[src/rtl/sdram_arb_pkg.sv]
// Shared types and constants for the SDRAM controller front-end arbiter.
//   arb_state_e    : arbiter FSM states
//   ERR_*          : bit positions inside err_sticky
//   ch_id_w()      : width of a channel id for a given channel count (min 1)
package sdram_arb_pkg;

  typedef enum logic [0:0] {
    IDLE  = 1'b0,
    ISSUE = 1'b1
  } arb_state_e;

  localparam int ERR_UNEXP_RDV = 0;  // readdatavalid with no read outstanding
  localparam int ERR_RD_WR     = 1;  // granted channel asserted read and write
  localparam int ERR_W         = 2;

  function automatic int ch_id_w(input int n);
    return (n <= 2) ? 1 : $clog2(n);
  endfunction

endpackage

[src/rtl/sdram_arb_tag_fifo.sv]
// Tag FIFO holding the channel id of every read accepted by the SDRAM
// controller and not yet returned. The head steers returning read data.
//   clk, rst_n : clock, asynchronous active-low reset
//   push       : store push_data (ignored when full and not popping)
//   pop        : discard head (ignored when empty)
//   head       : oldest stored id
//   count      : number of stored ids (0..DEPTH)
//   empty      : count == 0
module sdram_arb_tag_fifo #(
  parameter int DEPTH = 8,
  parameter int WIDTH = 2
) (
  input  logic                     clk,
  input  logic                     rst_n,
  input  logic                     push,
  input  logic [WIDTH-1:0]         push_data,
  input  logic                     pop,
  output logic [WIDTH-1:0]         head,
  output logic [$clog2(DEPTH):0]   count,
  output logic                     empty
);

  localparam int PTR_W = $clog2(DEPTH);
  localparam int CNT_W = PTR_W + 1;

  logic [WIDTH-1:0] mem [DEPTH];
  logic [PTR_W-1:0] wr_ptr, rd_ptr;
  logic             full, do_push, do_pop;

  assign empty   = (count == '0);
  assign full    = (count == CNT_W'(DEPTH));
  assign do_pop  = pop & ~empty;
  assign do_push = push & (~full | do_pop);
  assign head    = mem[rd_ptr];

  always_ff @(posedge clk or negedge rst_n) begin
    if (!rst_n) begin
      wr_ptr <= '0;
      rd_ptr <= '0;
      count  <= '0;
    end else begin
      if (do_push) wr_ptr <= wr_ptr + 1'b1;
      if (do_pop)  rd_ptr <= rd_ptr + 1'b1;
      case ({do_push, do_pop})
        2'b10:   count <= count + 1'b1;
        2'b01:   count <= count - 1'b1;
        default: count <= count;
      endcase
    end
  end

  // Storage carries no reset; validity is tracked by the pointers.
  always_ff @(posedge clk) begin
    if (do_push) mem[wr_ptr] <= push_data;
  end

endmodule

[src/rtl/sdram_mc_arbiter.sv]
// N-channel Avalon-MM arbiter in front of a single SDRAM controller slave.
// Round-robin grant, one single-word command per grant, up to MAX_PEND reads
// outstanding; a tag FIFO steers read data back to the issuing channel.
//
// Ports:
//   clk_clk, reset_reset_n        : memory clock, asynchronous active-low reset
//   ch_address/writedata/byteenable/read/write : per-channel requests, slice i = channel i
//   ch_waitrequest                : low only in the cycle a channel's command is accepted
//   ch_readdata, ch_readdatavalid : shared return data, one-hot return strobe
//   sdram_*                       : controller-side Avalon port (active-low strobes/byte enables)
//   err_sticky                    : [0] unexpected readdatavalid, [1] read+write together
//
// Optional build macro SDRAM_ARB_LOCK_EN: after an accepted command the same
// channel is re-granted ahead of round-robin for up to LOCK_LEN consecutive
// grants, keeping sequential pixel streams in the open SDRAM row.
module sdram_mc_arbiter
  import sdram_arb_pkg::*;
#(
  parameter int NUM_CH   = 4,
  parameter int ADDR_W   = 25,
  parameter int DATA_W   = 16,
  parameter int MAX_PEND = 8,
  parameter int LOCK_LEN = 4
) (
  input  logic                       clk_clk,
  input  logic                       reset_reset_n,
  input  logic [NUM_CH*ADDR_W-1:0]   ch_address,
  input  logic [NUM_CH*DATA_W-1:0]   ch_writedata,
  input  logic [NUM_CH*DATA_W/8-1:0] ch_byteenable,
  input  logic [NUM_CH-1:0]          ch_read,
  input  logic [NUM_CH-1:0]          ch_write,
  output logic [NUM_CH-1:0]          ch_waitrequest,
  output logic [DATA_W-1:0]          ch_readdata,
  output logic [NUM_CH-1:0]          ch_readdatavalid,
  output logic [ADDR_W-1:0]          sdram_address,
  output logic [DATA_W-1:0]          sdram_writedata,
  output logic [DATA_W/8-1:0]        sdram_byteenable_n,
  output logic                       sdram_chipselect,
  output logic                       sdram_read_n,
  output logic                       sdram_write_n,
  input  logic [DATA_W-1:0]          sdram_readdata,
  input  logic                       sdram_readdatavalid,
  input  logic                       sdram_waitrequest,
  output logic [ERR_W-1:0]           err_sticky
);

  localparam int BE_W    = DATA_W / 8;
  localparam int CH_ID_W = ch_id_w(NUM_CH);
  localparam int CNT_W   = $clog2(MAX_PEND) + 1;

  if (NUM_CH < 2 || LOCK_LEN < 1 || (MAX_PEND & (MAX_PEND - 1)) != 0) begin : g_cfg_check
    $error("sdram_mc_arbiter: unsupported parameter combination");
  end

  arb_state_e          state, state_nxt;
  logic [CH_ID_W-1:0]  grant, grant_nxt, rr_ptr, rr_ptr_nxt, rr_win, pick, grant_inc;
  logic [NUM_CH-1:0]   elig;
  logic                any_elig, pend_ok;
  logic                sel_rd, sel_wr, cmd_active, accept, push, pop;
  logic [CNT_W-1:0]    pend_cnt;
  logic [CH_ID_W-1:0]  fifo_head;
  logic                fifo_empty;
  logic [ERR_W-1:0]    err_set;
  logic [NUM_CH-1:0]   rdv_p1;
  logic [DATA_W-1:0]   rdata_p1;

  // Eligibility uses the registered pending count only.
  assign pend_ok    = (pend_cnt < CNT_W'(MAX_PEND));
  assign elig       = ch_write | (ch_read & {NUM_CH{pend_ok}});
  assign any_elig   = |elig;

  assign sel_wr     = ch_write[grant];
  assign sel_rd     = ch_read[grant];
  assign cmd_active = sel_wr | sel_rd;
  assign accept     = (state == ISSUE) & cmd_active & ~sdram_waitrequest;
  assign push       = accept & sel_rd & ~sel_wr;
  assign pop        = sdram_readdatavalid & ~fifo_empty;
  assign grant_inc  = (grant == CH_ID_W'(NUM_CH - 1)) ? '0 : grant + 1'b1;

  // Descending scan so the lowest offset from rr_ptr wins.
  always_comb begin
    rr_win = rr_ptr;
    for (int k = NUM_CH - 1; k >= 0; k--) begin
      if (elig[(int'(rr_ptr) + k) % NUM_CH]) rr_win = CH_ID_W'((int'(rr_ptr) + k) % NUM_CH);
    end
  end

`ifdef SDRAM_ARB_LOCK_EN
  localparam int LCK_W = $clog2(LOCK_LEN + 1);
  logic [LCK_W-1:0]   lock_cnt;
  logic [CH_ID_W-1:0] lock_ch;
  logic               lock_arm, lock_hit;

  // lock_arm is live only in the IDLE cycle right after an accept.
  always_ff @(posedge clk_clk or negedge reset_reset_n) begin
    if (!reset_reset_n) begin
      lock_cnt <= '0;
      lock_ch  <= '0;
      lock_arm <= 1'b0;
    end else if (accept) begin
      lock_arm <= 1'b1;
      lock_ch  <= grant;
      if (lock_ch != grant || lock_cnt == '0) lock_cnt <= LCK_W'(1);
      else if (lock_cnt < LCK_W'(LOCK_LEN))   lock_cnt <= lock_cnt + 1'b1;
    end else if (state == IDLE) begin
      lock_arm <= 1'b0;
    end
  end

  // rr_ptr still moves past every accepted channel; the lock overrides it.
  assign lock_hit = lock_arm & elig[lock_ch] & (lock_cnt < LCK_W'(LOCK_LEN));
  assign pick     = lock_hit ? lock_ch : rr_win;
`else
  assign pick = rr_win;
`endif

  // State register
  always_ff @(posedge clk_clk or negedge reset_reset_n) begin
    if (!reset_reset_n) begin
      state      <= IDLE;
      grant      <= '0;
      rr_ptr     <= '0;
      err_sticky <= '0;
    end else begin
      state      <= state_nxt;
      grant      <= grant_nxt;
      rr_ptr     <= rr_ptr_nxt;
      err_sticky <= err_sticky | err_set;
    end
  end

  // Next-state logic; a withdrawn request returns to IDLE without moving rr_ptr.
  always_comb begin
    state_nxt  = state;
    grant_nxt  = grant;
    rr_ptr_nxt = rr_ptr;
    case (state)
      IDLE: begin
        if (any_elig) begin
          state_nxt = ISSUE;
          grant_nxt = pick;
        end
      end
      ISSUE: begin
        if (!cmd_active) begin
          state_nxt = IDLE;
        end else if (!sdram_waitrequest) begin
          state_nxt  = IDLE;
          rr_ptr_nxt = grant_inc;
        end
      end
      default: state_nxt = IDLE;
    endcase
  end

  // Output logic; write wins when read and write are both set.
  always_comb begin
    sdram_chipselect = 1'b0;
    sdram_read_n     = 1'b1;
    sdram_write_n    = 1'b1;
    ch_waitrequest   = '1;
    if (state == ISSUE && cmd_active) begin
      sdram_chipselect      = 1'b1;
      sdram_write_n         = ~sel_wr;
      sdram_read_n          = sel_wr | ~sel_rd;
      ch_waitrequest[grant] = sdram_waitrequest;
    end
  end

  assign sdram_address      = ch_address[grant*ADDR_W +: ADDR_W];
  assign sdram_writedata    = ch_writedata[grant*DATA_W +: DATA_W];
  assign sdram_byteenable_n = ~ch_byteenable[grant*BE_W +: BE_W];

  always_comb begin
    err_set                = '0;
    err_set[ERR_UNEXP_RDV] = sdram_readdatavalid & fifo_empty;
    err_set[ERR_RD_WR]     = (state == ISSUE) & sel_wr & sel_rd;
  end

  sdram_arb_tag_fifo #(
    .DEPTH (MAX_PEND),
    .WIDTH (CH_ID_W)
  ) u_tag_fifo (
    .clk       (clk_clk),
    .rst_n     (reset_reset_n),
    .push      (push),
    .push_data (grant),
    .pop       (pop),
    .head      (fifo_head),
    .count     (pend_cnt),
    .empty     (fifo_empty)
  );

  // Stage p1: registered read return, strobe one-hot at the popped tag
  always_ff @(posedge clk_clk or negedge reset_reset_n) begin
    if (!reset_reset_n) begin
      rdv_p1   <= '0;
      rdata_p1 <= '0;
    end else begin
      rdv_p1 <= pop ? ({{(NUM_CH-1){1'b0}}, 1'b1} << fifo_head) : '0;
      if (pop) rdata_p1 <= sdram_readdata;
    end
  end

  assign ch_readdatavalid = rdv_p1;
  assign ch_readdata      = rdata_p1;

endmodule

[config.mk]
export PLATFORM = sky130hd
export DESIGN_NAME = sdram_mc_arbiter
export DESIGN_NICKNAME = d
export VERILOG_FILES = /design/src/rtl/sdram_arb_pkg.sv /design/src/rtl/sdram_arb_tag_fifo.sv /design/src/rtl/sdram_mc_arbiter.sv
export SDC_FILE = /design/constraint.sdc
export NUM_CORES = 1
export LEC_CHECK = 0
export CORE_ASPECT_RATIO = 2
export CORE_MARGIN = 5
export CORE_UTILIZATION = 33
export DETAILED_ROUTE_END_ITERATION = 7
export PLACE_DENSITY_LB_ADDON = 0.25
export SKIP_CTS_REPAIR_TIMING = 1
export SYNTH_ARGS = -nofsm -noshare
export SYNTH_HDL_FRONTEND = slang
export SYNTH_HIERARCHICAL = 1
export SYNTH_SLANG_ARGS = --single-unit
[constraint.sdc]
create_clock -name clk_clk -period 7.1 [get_ports clk_clk]
set_clock_uncertainty 0.1 [all_clocks]
set_input_delay 1.42 -clock clk_clk [delete_from_list [all_inputs] [get_ports clk_clk]]
set_output_delay 1.42 -clock clk_clk [all_outputs]
set_load 0.02 [all_outputs]
Word level (Yosys, flattened, before mapping)

Memories as Yosys holds them, arrays and structs flattened.
Index checks and enable logic that the tools add are counted.

Add/subtract/negate cells: 8
$mul: 1
$lt $le $gt $ge: 7
Eq/ne operators: 4
Shift-type cells: 4
Multiplexer cells: 34
Bitwise operators: 28
Reduce and logical (&&, ||, !) cells: 10

Operators by type and width:

| kind                | count |
|---|---|
| $shiftx 100x8->25   | 1 |
| $shiftx 64x7->16    | 1 |
| $mux 1              | 18 |
| $bmux 1 s2          | 6 |
| $lt 3x4->1 const B  | 3 |
| $and 1x1->1         | 10 |
| $mux 2              | 5 |
| $mux 4              | 2 |
| $or 4x4->4          | 2 |
| $pmux 4 s2          | 1 |
| $shiftx 8x4->2      | 1 |
| $mul 2x5->7 const B | 1 |
| $add 3x1->3 const B | 2 |
| $lt 2x3->1 const B  | 2 |
| $not 1->1           | 6 |
| $reduce_or 2->1     | 3 |
| $add 2x1->2 const B | 2 |
| $add 2x2->2 const B | 2 |
| $add 4x1->4 const B | 1 |
| $and 4x4->4         | 1 |
| $eq 2x2->1 const B  | 2 |
| $eq 4x4->1 const B  | 1 |
| $logic_not 4->1     | 1 |
| $lt 4x4->1 const B  | 1 |
| other kinds (16)    | 21 |

Bits in registers: 37
Memory bits (writable): 16
Input port bits: 200
Output and inout bits: 72
Logic and storage cells: 106
Memories: 1

Memory list:

| memory         | words | bits a word | read ports | clocked after memory_dff | wr ports | line                     | text |
|---|---|---|---|---|---|---|---|
| u_tag_fifo.mem | 8     | 2           | 1          | 0                        | 1        | sdram_arb_tag_fifo.sv:26 | `logic [WIDTH-1:0] mem [DEPTH];` |

Logic depth before layout (Yosys ltp)

Gate-level depths: netlist of run 1.

Word-level depth: 10
Mapped depth: 13
Mapped depth without buffers: 11

Modules after synthesis

The synthesis of run 1 kept the hierarchy.

By module, submodules not included:

| module             | times used | cells each | area each (um^2) | sequential area each (um^2) |
|---|---|---|---|---|
| sdram_mc_arbiter   | 1          | 157        | 2287.2           | 675.6 |
| sdram_arb_tag_fifo | 1          | 90         | 1275.0           | 730.7 |

Worst setup path before layout of run 1

OpenSTA, ideal clock, no wires.

Kind: input to output
Start: input port ch_write[1]
End: output port ch_waitrequest[0]
Arrival: 2.677 ns
Required time: 5.580 ns
Setup slack: 2.903 ns
Stages: 5
Path buffers: 1
Cell sequence: mux4_1 -> o21a_1 -> nor2b_4 -> buf_6 -> nand2_1

Word-level cells in the longest chain between the ends: 5

RTL lines:

| element                      | line                    | text |
|---|---|---|
| from (decl)                  | sdram_mc_arbiter.sv:31  | `input logic [NUM_CH-1:0] ch_write,` |
| $bmux 1 s2                   | sdram_mc_arbiter.sv:72  | `assign sel_wr = ch_write[grant];` |
| $mux 1 (implied by the code) | sdram_mc_arbiter.sv:72  |  |
| $or 1x1->1                   | sdram_mc_arbiter.sv:74  | `assign cmd_active = sel_wr \| sel_rd;` |
| $logic_and 1x1->1            | sdram_mc_arbiter.sv:162 | `if (state == ISSUE && cmd_active) begin` |
| $mux 4                       | sdram_mc_arbiter.sv:162 |  |
| to (decl)                    | sdram_mc_arbiter.sv:32  | `output logic [NUM_CH-1:0] ch_waitrequest,` |

Every way passes these cells. The select of a mux whose other input is x is not followed.

Final worst setup path of run 1

Start: input port ch_write[1]
End: output port ch_waitrequest[2]

The elaborated chain is that of the path after synthesis.

==> metrics.yaml, run 1 <==
first_iter_violations: 132
drc: 0
drive_gt1_share_pct: 18.2
synth-edff-count: 16
first_pass_iters: 4
clockBufferDepth: 2
min_delay_worst_endpoint: "err_sticky[0]"
p_leak_nw: 2.46
end_kind: "output pin"
ys_ff_latch: 53
viasPerCell: 5.14
hp-start: "err_sticky[0]"
coreArea_um2: 10500
slew-limit-headroom_pct: 35.7
tns_ns: 0
antenna_left: 0
r2r_cells: 10
synth_adder_area_share_pct: 3.37
pwr_density_cell_nw_per_um2: 355
antenna_found_initial: 2
r2r_setup_slack_ns: 2.89
clkLatencyLatePin_ns: 0.29
routed_wl_mm: 13.5
final_nets: 720
final_common_cell: "clkdlybuf4s50_1"
ys_warn_count: 6
syn_to_final_growth_pct: 84.5
wire_per_inst_um: 20.8
layout_setup_ws_ns: 1.99
die_h_um: 157
maxSlewViolCount: 0
start_kind: "primary input"
setup_viol_count_final: 0
async_flop_share_pct: 69.8
cts_sinks: 53
die_w_um: 83.5
min_path_cells: 1
worst_pin_slew_ns: 0.964
synth_area_um2: 3560
design_area_um2: 6570
placed_cells: 641
mostFrequentLayoutCells: "clkdlybuf4s50_1, mux4_2, dfrtp_1"
dp_slack_ns: 1.99
synth_seq_area_share_pct: 39.5
cp_max_fo: 7
grt_max_degree: 58
max_freq_ghz: 0.196
hold_ws_ns: 0.359
place_congestion: 0.812
cts_buffers: 5
port_buffers: 271
ys_types: 44
layout.cells.non_filler: 651
start_util_pct: 33.8
holdCritPathClass: "reg2reg"
drv_cap: 0
synth_fp_nets: 456
rsz0062_at_grt: "false"
clockRootBuffer: "clkbuf_16"
core.rowCount: 53
dp_hpwl_mm: 11.8
ios: 272
gr-usage-all-layers_pct: 20.1
synth.mux.area_fraction_pct: 38.8
synth_xor_area_share_pct: 1.72
final.period_utilization_pct: 71.9
synth_top_family_by_area: "multiplexers"
synth-compound-area-share_pct: 5.69
ir_drop_uv: 229
path_class: "in2out"
avgSynthCellArea_um2: 14.4
yosys_most_used_dff: "dfrtp_1"
hold_viol: 0
dpl_cell_area_um2: 6370
yosys.area_share.simple_pct: 7.38
outcome: "finished clean"
h-tree-depth: 2
clk_pin_slew_ns: 0.06
grt_pass1_vias: 3747
gr-total-overflow: 0
cts_tree: "done"
period_needed_ns: 5.11
grt_pass1_wl_mm: 20.0
required_ns: 5.58
syn_inst: 247
vias: 3349
rr_endpoint: "u_tag_fifo/count[3]"
die_area_um2: 13100
rr_startpoint: "grant[0]"
critical_path_arrival_ns: 3.59
routing by layer:
layer  GRT usage, %  part of all wire [%]  up-vias
met5              0                     0        -
met4           8.59                   3.7        0
met3           6.44                   9.6       29
met2           38.5                    56      198
met1           19.5                    31     1616
li1               -                     -     1506
logic make-up after synthesis:
logic type,count (synthesis)
buffers and inverters,26
XOR/XNOR,7
AND/OR/NAND/NOR,51
adder cells (fa/ha/maj),9
AO/OA/AOI/OAI,28
multiplexers,73
flip-flops,53
state kept, by name (all words and copies together), names as in the netlist:
signal and cells:
state 1, err_sticky 2, u_tag_fifo/rd_ptr 3, u_tag_fifo/mem 16, u_tag_fifo/wr_ptr 3, rr_ptr 2
grant 2, ch_readdatavalid 4, u_tag_fifo/count 4, ch_readdata 16
worst max-delay path by stage:
| stage | startpoint | endpoint | cells after the start | slack [ns] |
|---|---|---|---|---|
| after global placement | ch_write[1] | ch_waitrequest[2] | 6 | 2.05 |
| after floorplan | ch_write[1] | ch_waitrequest[0] | 5 | 2.90 |
| after detailed placement | ch_write[1] | ch_waitrequest[2] | 6 | 1.99 |
| after CTS | ch_write[1] | ch_waitrequest[2] | 6 | 1.99 |
| after global routing | ch_write[1] | ch_waitrequest[1] | 6 | 1.92 |
| final | ch_write[1] | ch_waitrequest[2] | 6 | 1.99 |
cell usage after synthesis (4+ instances only):
cell type,number,area (um2)
mux2_2,20,225
clkbuf_1,6,22.5
o21ai_0,5,25.0
xnor2_1,5,43.8
buf_2,5,25.0
a21oi_1,6,30.0
inv_1,10,37.5
ha_1,8,100
dfrtp_1,37,926
nand2_1,15,56.3
mux4_2,48,1080
edfxtp_1,16,480
nand3b_1,4,30.0
nor2_1,11,41.3
nor3_1,4,20.0
worst max-delay path, cell delays in order:
cell	delay, ns
clkdlybuf4s50_1	0.45
mux4_1	0.60
o21a_1	0.25
nor2b_4	0.16
nand2_1	0.08
clkdlybuf4s50_1	0.62
per-stage QoR:
step	util (%)	power, W
2_1_floorplan	-	0.00142
3_3_place_gp	60.5	0.00201
3_5_place_dp	60.5	0.00205
4_1_cts	62.3	0.00236
5_1_grt	62.3	0.00246
6_report	62.3	0.00233
power breakdown:
group / total, W / switching (W) / internal [W]
combinational: 0.00144 / 0.000630 / 0.000807
sequential: 0.000587 / 0.000173 / 0.000413
clock: 0.000310 / 0.000107 / 0.000203
cell type report:
cell class | count | area [um2]
tap | 137 | 171
multi-input combinational | 168 | 2030
timing repair buffer | 273 | 2720
sequential | 53 | 1410
inverter | 10 | 37.5
fill | 870 | 3970
clock inverter | 3 | 68.8
clock buffer | 5 | 125
antenna | 2 | 5.00
No activity file was read; power rests on OpenSTA's default activity.
==> run 2: changes to the inputs <==
--- a/config.mk
+++ b/config.mk
@@ -7,7 +7,7 @@
 export LEC_CHECK = 0
 export CORE_ASPECT_RATIO = 2
 export CORE_MARGIN = 5
-export CORE_UTILIZATION = 33
+export CORE_UTILIZATION = 31
 export DETAILED_ROUTE_END_ITERATION = 7
 export PLACE_DENSITY_LB_ADDON = 0.25
 export SKIP_CTS_REPAIR_TIMING = 1
==> constraint.sdc (replaced) <==
create_clock -name clk_clk -period 4.5 [get_ports clk_clk]
set_clock_uncertainty 0.1 [all_clocks]
set_input_delay 0.9 -clock clk_clk [delete_from_list [all_inputs] [get_ports clk_clk]]
set_output_delay 0.9 -clock clk_clk [all_outputs]
set_load 0.02 [all_outputs]
==> run 2 against run 1 <==
Non-clock buffer count grew 3. Cell area shrank 0.29%. Via count grew 0.45%. Register-to-register slack lost 1.7 ns. Clock power grew 27%. Sequential power grew 42%. Hold slack gained 0.021 ns. First-iteration DRC count shrank 15%. Flip-flop and latch count is the same. Global-route usage grew 0.39 points. Combinational power grew 67%. Largest cell class unchanged. Largest power group unchanged. Highest routed layer unchanged.
==> metrics.yaml, run 2 (synthesis results as in run 1) <==
critical_path_arrival_ns: 3.04  # was 3.59 ns
routed_wl_mm: 14.4  # was 13.5 mm
core.rowCount: 55  # was 53
die_w_um: 85.8  # was 83.5 um
dp_hpwl_mm: 12.6  # was 11.8 mm
die_area_um2: 13900  # was 13100 um2
first_pass_iters: 4  # unchanged
port_buffers: 271  # unchanged
clockBufferDepth: 2  # unchanged
vias: 3364  # was 3349
maxSlewViolCount: 0  # unchanged
diodes: 0  # was 2
cp_slowest_stage_delay_ns: 0.62  # about the same
start_kind: "primary input"  # unchanged
crit_path_start: "ch_write[1]"  # unchanged
crit_chain: "clkdlybuf4s50_1 -> mux4_1 -> o21a_1 -> nor2b_4 -> nand2_1 -> clkdlybuf4s50_1"  # unchanged
wire_per_inst_um: 21.8  # was 20.8 um
grt_pass1_wl_mm: 21.2  # was 20.0 mm
placed_cells: 649  # was 641
gr-usage-all-layers_pct: 20.5  # was 20.1%
clockRootBuffer: "clkbuf_16"  # unchanged
die_h_um: 162  # was 157 um
drive_gt1_share_pct: 18.6  # was 18.2%
grt_pass1_vias: 3780  # was 3747
max_freq_ghz: 0.247
grt_max_degree: 38  # was 58
final_common_cell: "clkdlybuf4s50_1"  # unchanged
ios: 272  # unchanged
ir_drop_uv: 296  # was 229 uV
p_leak_nw: 2.45  # was 2.46 nW
rr_startpoint: "grant[1]"  # was grant[0]
final.period_utilization_pct: 89.8
path_class: "in2out"  # unchanged
pwr_density_cell_nw_per_um2: 553  # was 355 nW/um2
worst_pin_slew_ns: 0.832  # was 0.964 ns
drc: 0  # unchanged
cts_tree: "done"  # unchanged
viasPerCell: 5.12  # was 5.14
antenna_left: 0  # unchanged
gr-total-overflow: 0  # unchanged
holdCritPathClass: "reg2reg"  # unchanged
crit_buf_inv: 2  # unchanged
cts_sinks: 53  # unchanged
outcome: "finished clean"  # unchanged
cp_max_fo: 7  # unchanged
slowest_stage: "clkdlybuf4s50_1"  # unchanged
final_nets: 723  # was 720
clk_pin_slew_ns: 0.07  # was 0.06 ns
crit_top_cell: "clkdlybuf4s50_1"  # unchanged
h-tree-depth: 2  # unchanged
slew-limit-headroom_pct: 44.5  # was 35.7%
setup_viol_count_final: 0  # unchanged
required_ns: 3.50  # was 5.58 ns
drv_cap: 0  # unchanged
hold_viol: 0  # unchanged
end_kind: "output pin"  # unchanged
coreArea_um2: 11300  # was 10500 um2
place_congestion: 0.857  # was 0.812
hold_ws_ns: 0.380  # was 0.359 ns
cts_buffers: 5  # unchanged
start_util_pct: 31.6  # was 33.8%
period_needed_ns: 4.04
mostFrequentLayoutCells: "clkdlybuf4s50_1, mux4_2, dfrtp_1"  # unchanged
worst_path_dominant_cell_family: "buffers and inverters"  # unchanged
antenna_found_initial: 0  # was 2
rsz0062_at_grt: "false"  # unchanged
tns_ns: 0  # unchanged
clkLatencyLatePin_ns: 0.29  # about the same
syn_to_final_growth_pct: 84.0  # was 84.5%
first_iter_violations: 112  # was 132
layout.cells.non_filler: 657  # was 651
hp-start: "err_sticky[0]"  # unchanged
## run 2: cell types whose count changed in the layout (fill, tap and decap cells not counted), sizes merged
cell      change
diode         -2
bufinv        -2
buf           +3
clkinvlp      +2
## run 2: path summary, 6_finish.rpt
kind                                       end  slack (ns)  cells past startpoint
setup / recovery             ch_waitrequest[1]        0.46                      6
hold / removal                   err_sticky[0]        0.38                      1
setup reg to reg           u_tag_fifo/count[3]        1.19                     11
hold reg to reg                  err_sticky[0]        0.38                      1
max in group asynchronous             grant[0]        3.09                      1
min in group asynchronous       ch_readdata[8]        0.60                      1
## run 2: final cells by class
type / count / area [um2]
Fill cell: 968 / 4730
Timing Repair Buffer: 276 / 2750
Multi-Input combinational cell: 168 / 2030
Sequential cell: 53 / 1410
Tap cell: 142 / 178
Clock buffer: 5 / 125
Inverter: 10 / 37.5
Clock inverter: 3 / 26.3
## run 2: routing by layer
metal	global-route usage, %	vias up	wire (um)
met5	0	-	0
met4	5.98	0	279
met3	7.04	15	1460
met2	38.9	195	7900
met1	20.4	1644	4710
li1	-	1510	-
## run 2: where the power goes
part	switching [W]	internal, W
clock	0.000182	0.000210
combinational	0.00111	0.00129
sequential	0.000181	0.000654
## run 2: per-stage QoR
step                      power [W]  setup WS (ns)  instance area, um2  util [%]
after floorplan             0.00224          0.998                3560         -
after global placement      0.00322          0.510                6400      56.7
after detailed placement    0.00328          0.455                6400      56.7
after CTS                   0.00368          0.453                6560      58.1
after global routing        0.00383          0.369                6560      58.1
final                       0.00363          0.457                6560      58.1
==> run 3: changes to the inputs <==
--- a/config.mk
+++ b/config.mk
@@ -5,7 +5,7 @@
 export SDC_FILE = /design/constraint.sdc
 export NUM_CORES = 1
 export LEC_CHECK = 0
-export CORE_ASPECT_RATIO = 2
+export CORE_ASPECT_RATIO = 1.75
 export CORE_MARGIN = 5
 export CORE_UTILIZATION = 31
 export DETAILED_ROUTE_END_ITERATION = 7
==> run 3 against run 2 <==
Clock power increased by 10%. Global-route usage decreased by 1.2 points. Register-to-register slack got worse by 0.03 ns. Worst setup slack got worse by 0.059 ns. Wire length decreased by 3.7%. Largest cell class unchanged. Die area decreased by 0.33%. Sequential share of layout area about the same. Power increased by 0.60%. Cell count decreased by 1.7%. Clock-buffer cell count unchanged.
==> metrics.yaml, run 3 (synthesis results as in run 1) <==
gr-total-overflow: 0  # unchanged
h-tree-depth: 2  # unchanged
drv_cap: 0  # unchanged
grt_max_degree: 55  # was 38
syn_to_final_growth_pct: 83.9  # was 84.0%
vias: 3384  # was 3364
place_congestion: 0.921  # was 0.857
crit_buf_inv: 2  # unchanged
crit_top_cell: "clkdlybuf4s50_1"  # unchanged
routed_wl_mm: 13.8  # was 14.4 mm
cts_buffers: 5  # unchanged
start_util_pct: 31.7  # was 31.6%
drive_gt1_share_pct: 18.5  # was 18.6%
first_iter_violations: 138  # was 112
period_needed_ns: 4.10  # was 4.04 ns
max_freq_ghz: 0.244  # was 0.247 GHz
wire_per_inst_um: 21.4  # was 21.8 um
cts_sinks: 53  # unchanged
gr-usage-all-layers_pct: 19.3  # was 20.5%
rsz0062_at_grt: "false"  # unchanged
r2r_cells: 10  # was 11
ios: 272  # unchanged
viasPerCell: 5.24  # was 5.12
required_ns: 3.50  # about the same
finish.utilization_pct: 58.3  # was 58.1%
antenna_left: 0  # unchanged
clockRootBuffer: "clkbuf_16"  # unchanged
port_buffers: 271  # unchanged
p_leak_nw: 2.46  # was 2.45 nW
final_nets: 722  # was 723
dp_hpwl_mm: 12.1  # was 12.6 mm
cts_tree: "done"  # unchanged
maxSlewViolCount: 0  # unchanged
final.period_utilization_pct: 91.2  # was 89.8%
mostFrequentLayoutCells: "clkdlybuf4s50_1, mux4_2, dfrtp_1"  # unchanged
die_area_um2: 13800  # was 13900 um2
path_depth: 6  # unchanged
path_class: "in2out"  # unchanged
ir_drop_uv: 417  # was 296 uV
first_pass_iters: 4  # unchanged
grt_use_met2_pct: 35.5  # was 38.9%
cp_max_fo: 7  # unchanged
slew-limit-headroom_pct: 43.2  # was 44.5%
sw_frac_of_total_pct: 39.7  # was 40.7%
grt_pass1_wl_mm: 20.7  # was 21.2 mm
hold_viol: 0  # unchanged
die_w_um: 91.0  # was 85.8 um
diodes: 0  # unchanged
clk_pin_slew_ns: 0.07  # about the same
outcome: "finished clean"  # unchanged
grt_util_met3_pct: 6.82  # was 7.04%
grt.busiest_layer: "met2"  # unchanged
critical_path_arrival_ns: 3.10  # was 3.04 ns
comb_power_share_pct: 64.9  # was 66.2%
grt_pass1_vias: 3794  # was 3780
slowest_stage: "mux4_1"  # was clkdlybuf4s50_1
dpl_cell_area_um2: 6380  # was 6400 um2
pwr_density_cell_nw_per_um2: 557  # was 553 nW/um2
clkLatencyLatePin_ns: 0.29  # about the same
min_path_cells: 1  # unchanged
die_h_um: 152  # was 162 um
worst_path_dominant_cell_family: "buffers and inverters"  # unchanged
worst_pin_slew_ns: 0.852  # was 0.832 ns
p_sw_w: 0.00145  # was 0.00148 W
core.rowCount: 51  # was 55
end_kind: "output pin"  # unchanged
coreArea_um2: 11200  # was 11300 um2
tns_ns: 0  # unchanged
holdCritPathClass: "reg2reg"  # unchanged
cp_slowest_stage_delay_ns: 0.62  # about the same
p_int_w: 0.00220  # was 0.00215 W
start_kind: "primary input"  # unchanged
pwr-share-clk_pct: 11.9  # was 10.8%
gr-usage-met1_pct: 19.6  # was 20.4%
setup_viol_count_final: 0  # unchanged
crit_chain: "clkdlybuf4s50_1 -> mux4_1 -> o21a_1 -> nor2b_4 -> nand2_1 -> clkdlybuf4s50_1"  # unchanged
drc: 0  # unchanged
design_area_um2: 6550  # was 6560 um2
antenna_found_initial: 2  # was 0
final_common_cell: "clkdlybuf4s50_1"  # unchanged
seqPwrFrac_pct: 23.2  # was 23.0%
p_total_w: 0.00365  # was 0.00363 W
clockBufferDepth: 2  # unchanged
[run 3: cell count changes in the layout (fill, tap and decap cells not counted), sizes merged]
| cell | change |
|---|---|
| clkinv | +1 |
| bufinv | +1 |
| buf | -1 |
| clkinvlp | -2 |
[run 3: cell type report]
cell class | count | area, um2
Inverter | 10 | 37.5
Timing Repair Buffer | 275 | 2740
Clock buffer | 5 | 125
Fill cell | 954 | 4680
Sequential cell | 53 | 1410
Multi-Input combinational cell | 168 | 2030
Clock inverter | 3 | 43.8
Tap cell | 132 | 165
[run 3: power by group through the flow]
stage	registers [W]	clock network [W]	logic, W
2_1_floorplan	0.000832	0	0.00141
3_3_place_gp	0.000846	0	0.00234
3_5_place_dp	0.000857	0	0.00239
4_1_cts	0.000849	0.000443	0.00239
5_1_grt	0.000875	0.000461	0.00250
6_report	0.000845	0.000434	0.00237
[run 3: worst paths after layout]
| kind | from | slack, ns | to |
|---|---|---|---|
| max reg2reg | grant[0] | 1.16 | u_tag_fifo/count[3] |
| min | err_sticky[0] | 0.38 | err_sticky[0] |
| max | ch_write[1] | 0.40 | ch_waitrequest[2] |
| min in group asynchronous | reset_reset_n | 0.62 | ch_readdata[6] |
| min reg2reg | err_sticky[0] | 0.38 | err_sticky[0] |
| max in group asynchronous | reset_reset_n | 3.06 | grant[0] |
[run 3: per-layer routing]
layer	wire length (um)	share of wire, %	vias up
met2	7420	54	206
met4	430	3.1	4
met1	4530	33	1644
met5	27	0.20	-
li1	-	-	1504
met3	1410	10	26
[run 3: worst reg2reg max path, delay by kind of cell, from the launching register on]
kind | cells | cell delay [ns]
fa+ha+maj | 1 | 0.29
buf+inv | 1 | 0.06
flops | 1 | 0.76
mux | 2 | 1.07
simple gates | 6 | 0.99
[run 3: per-stage QoR]
stage / instances / hold slack, ns / setup WS (ns)
3_5_place_dp: 638 / 0.373 / 0.389
3_3_place_gp: 638 / 0.346 / 0.467
4_1_cts: 646 / 0.388 / 0.387
2_1_floorplan: 247 / 0.379 / 0.998
6_report: 646 / 0.382 / 0.398
5_1_grt: 646 / 0.409 / 0.324
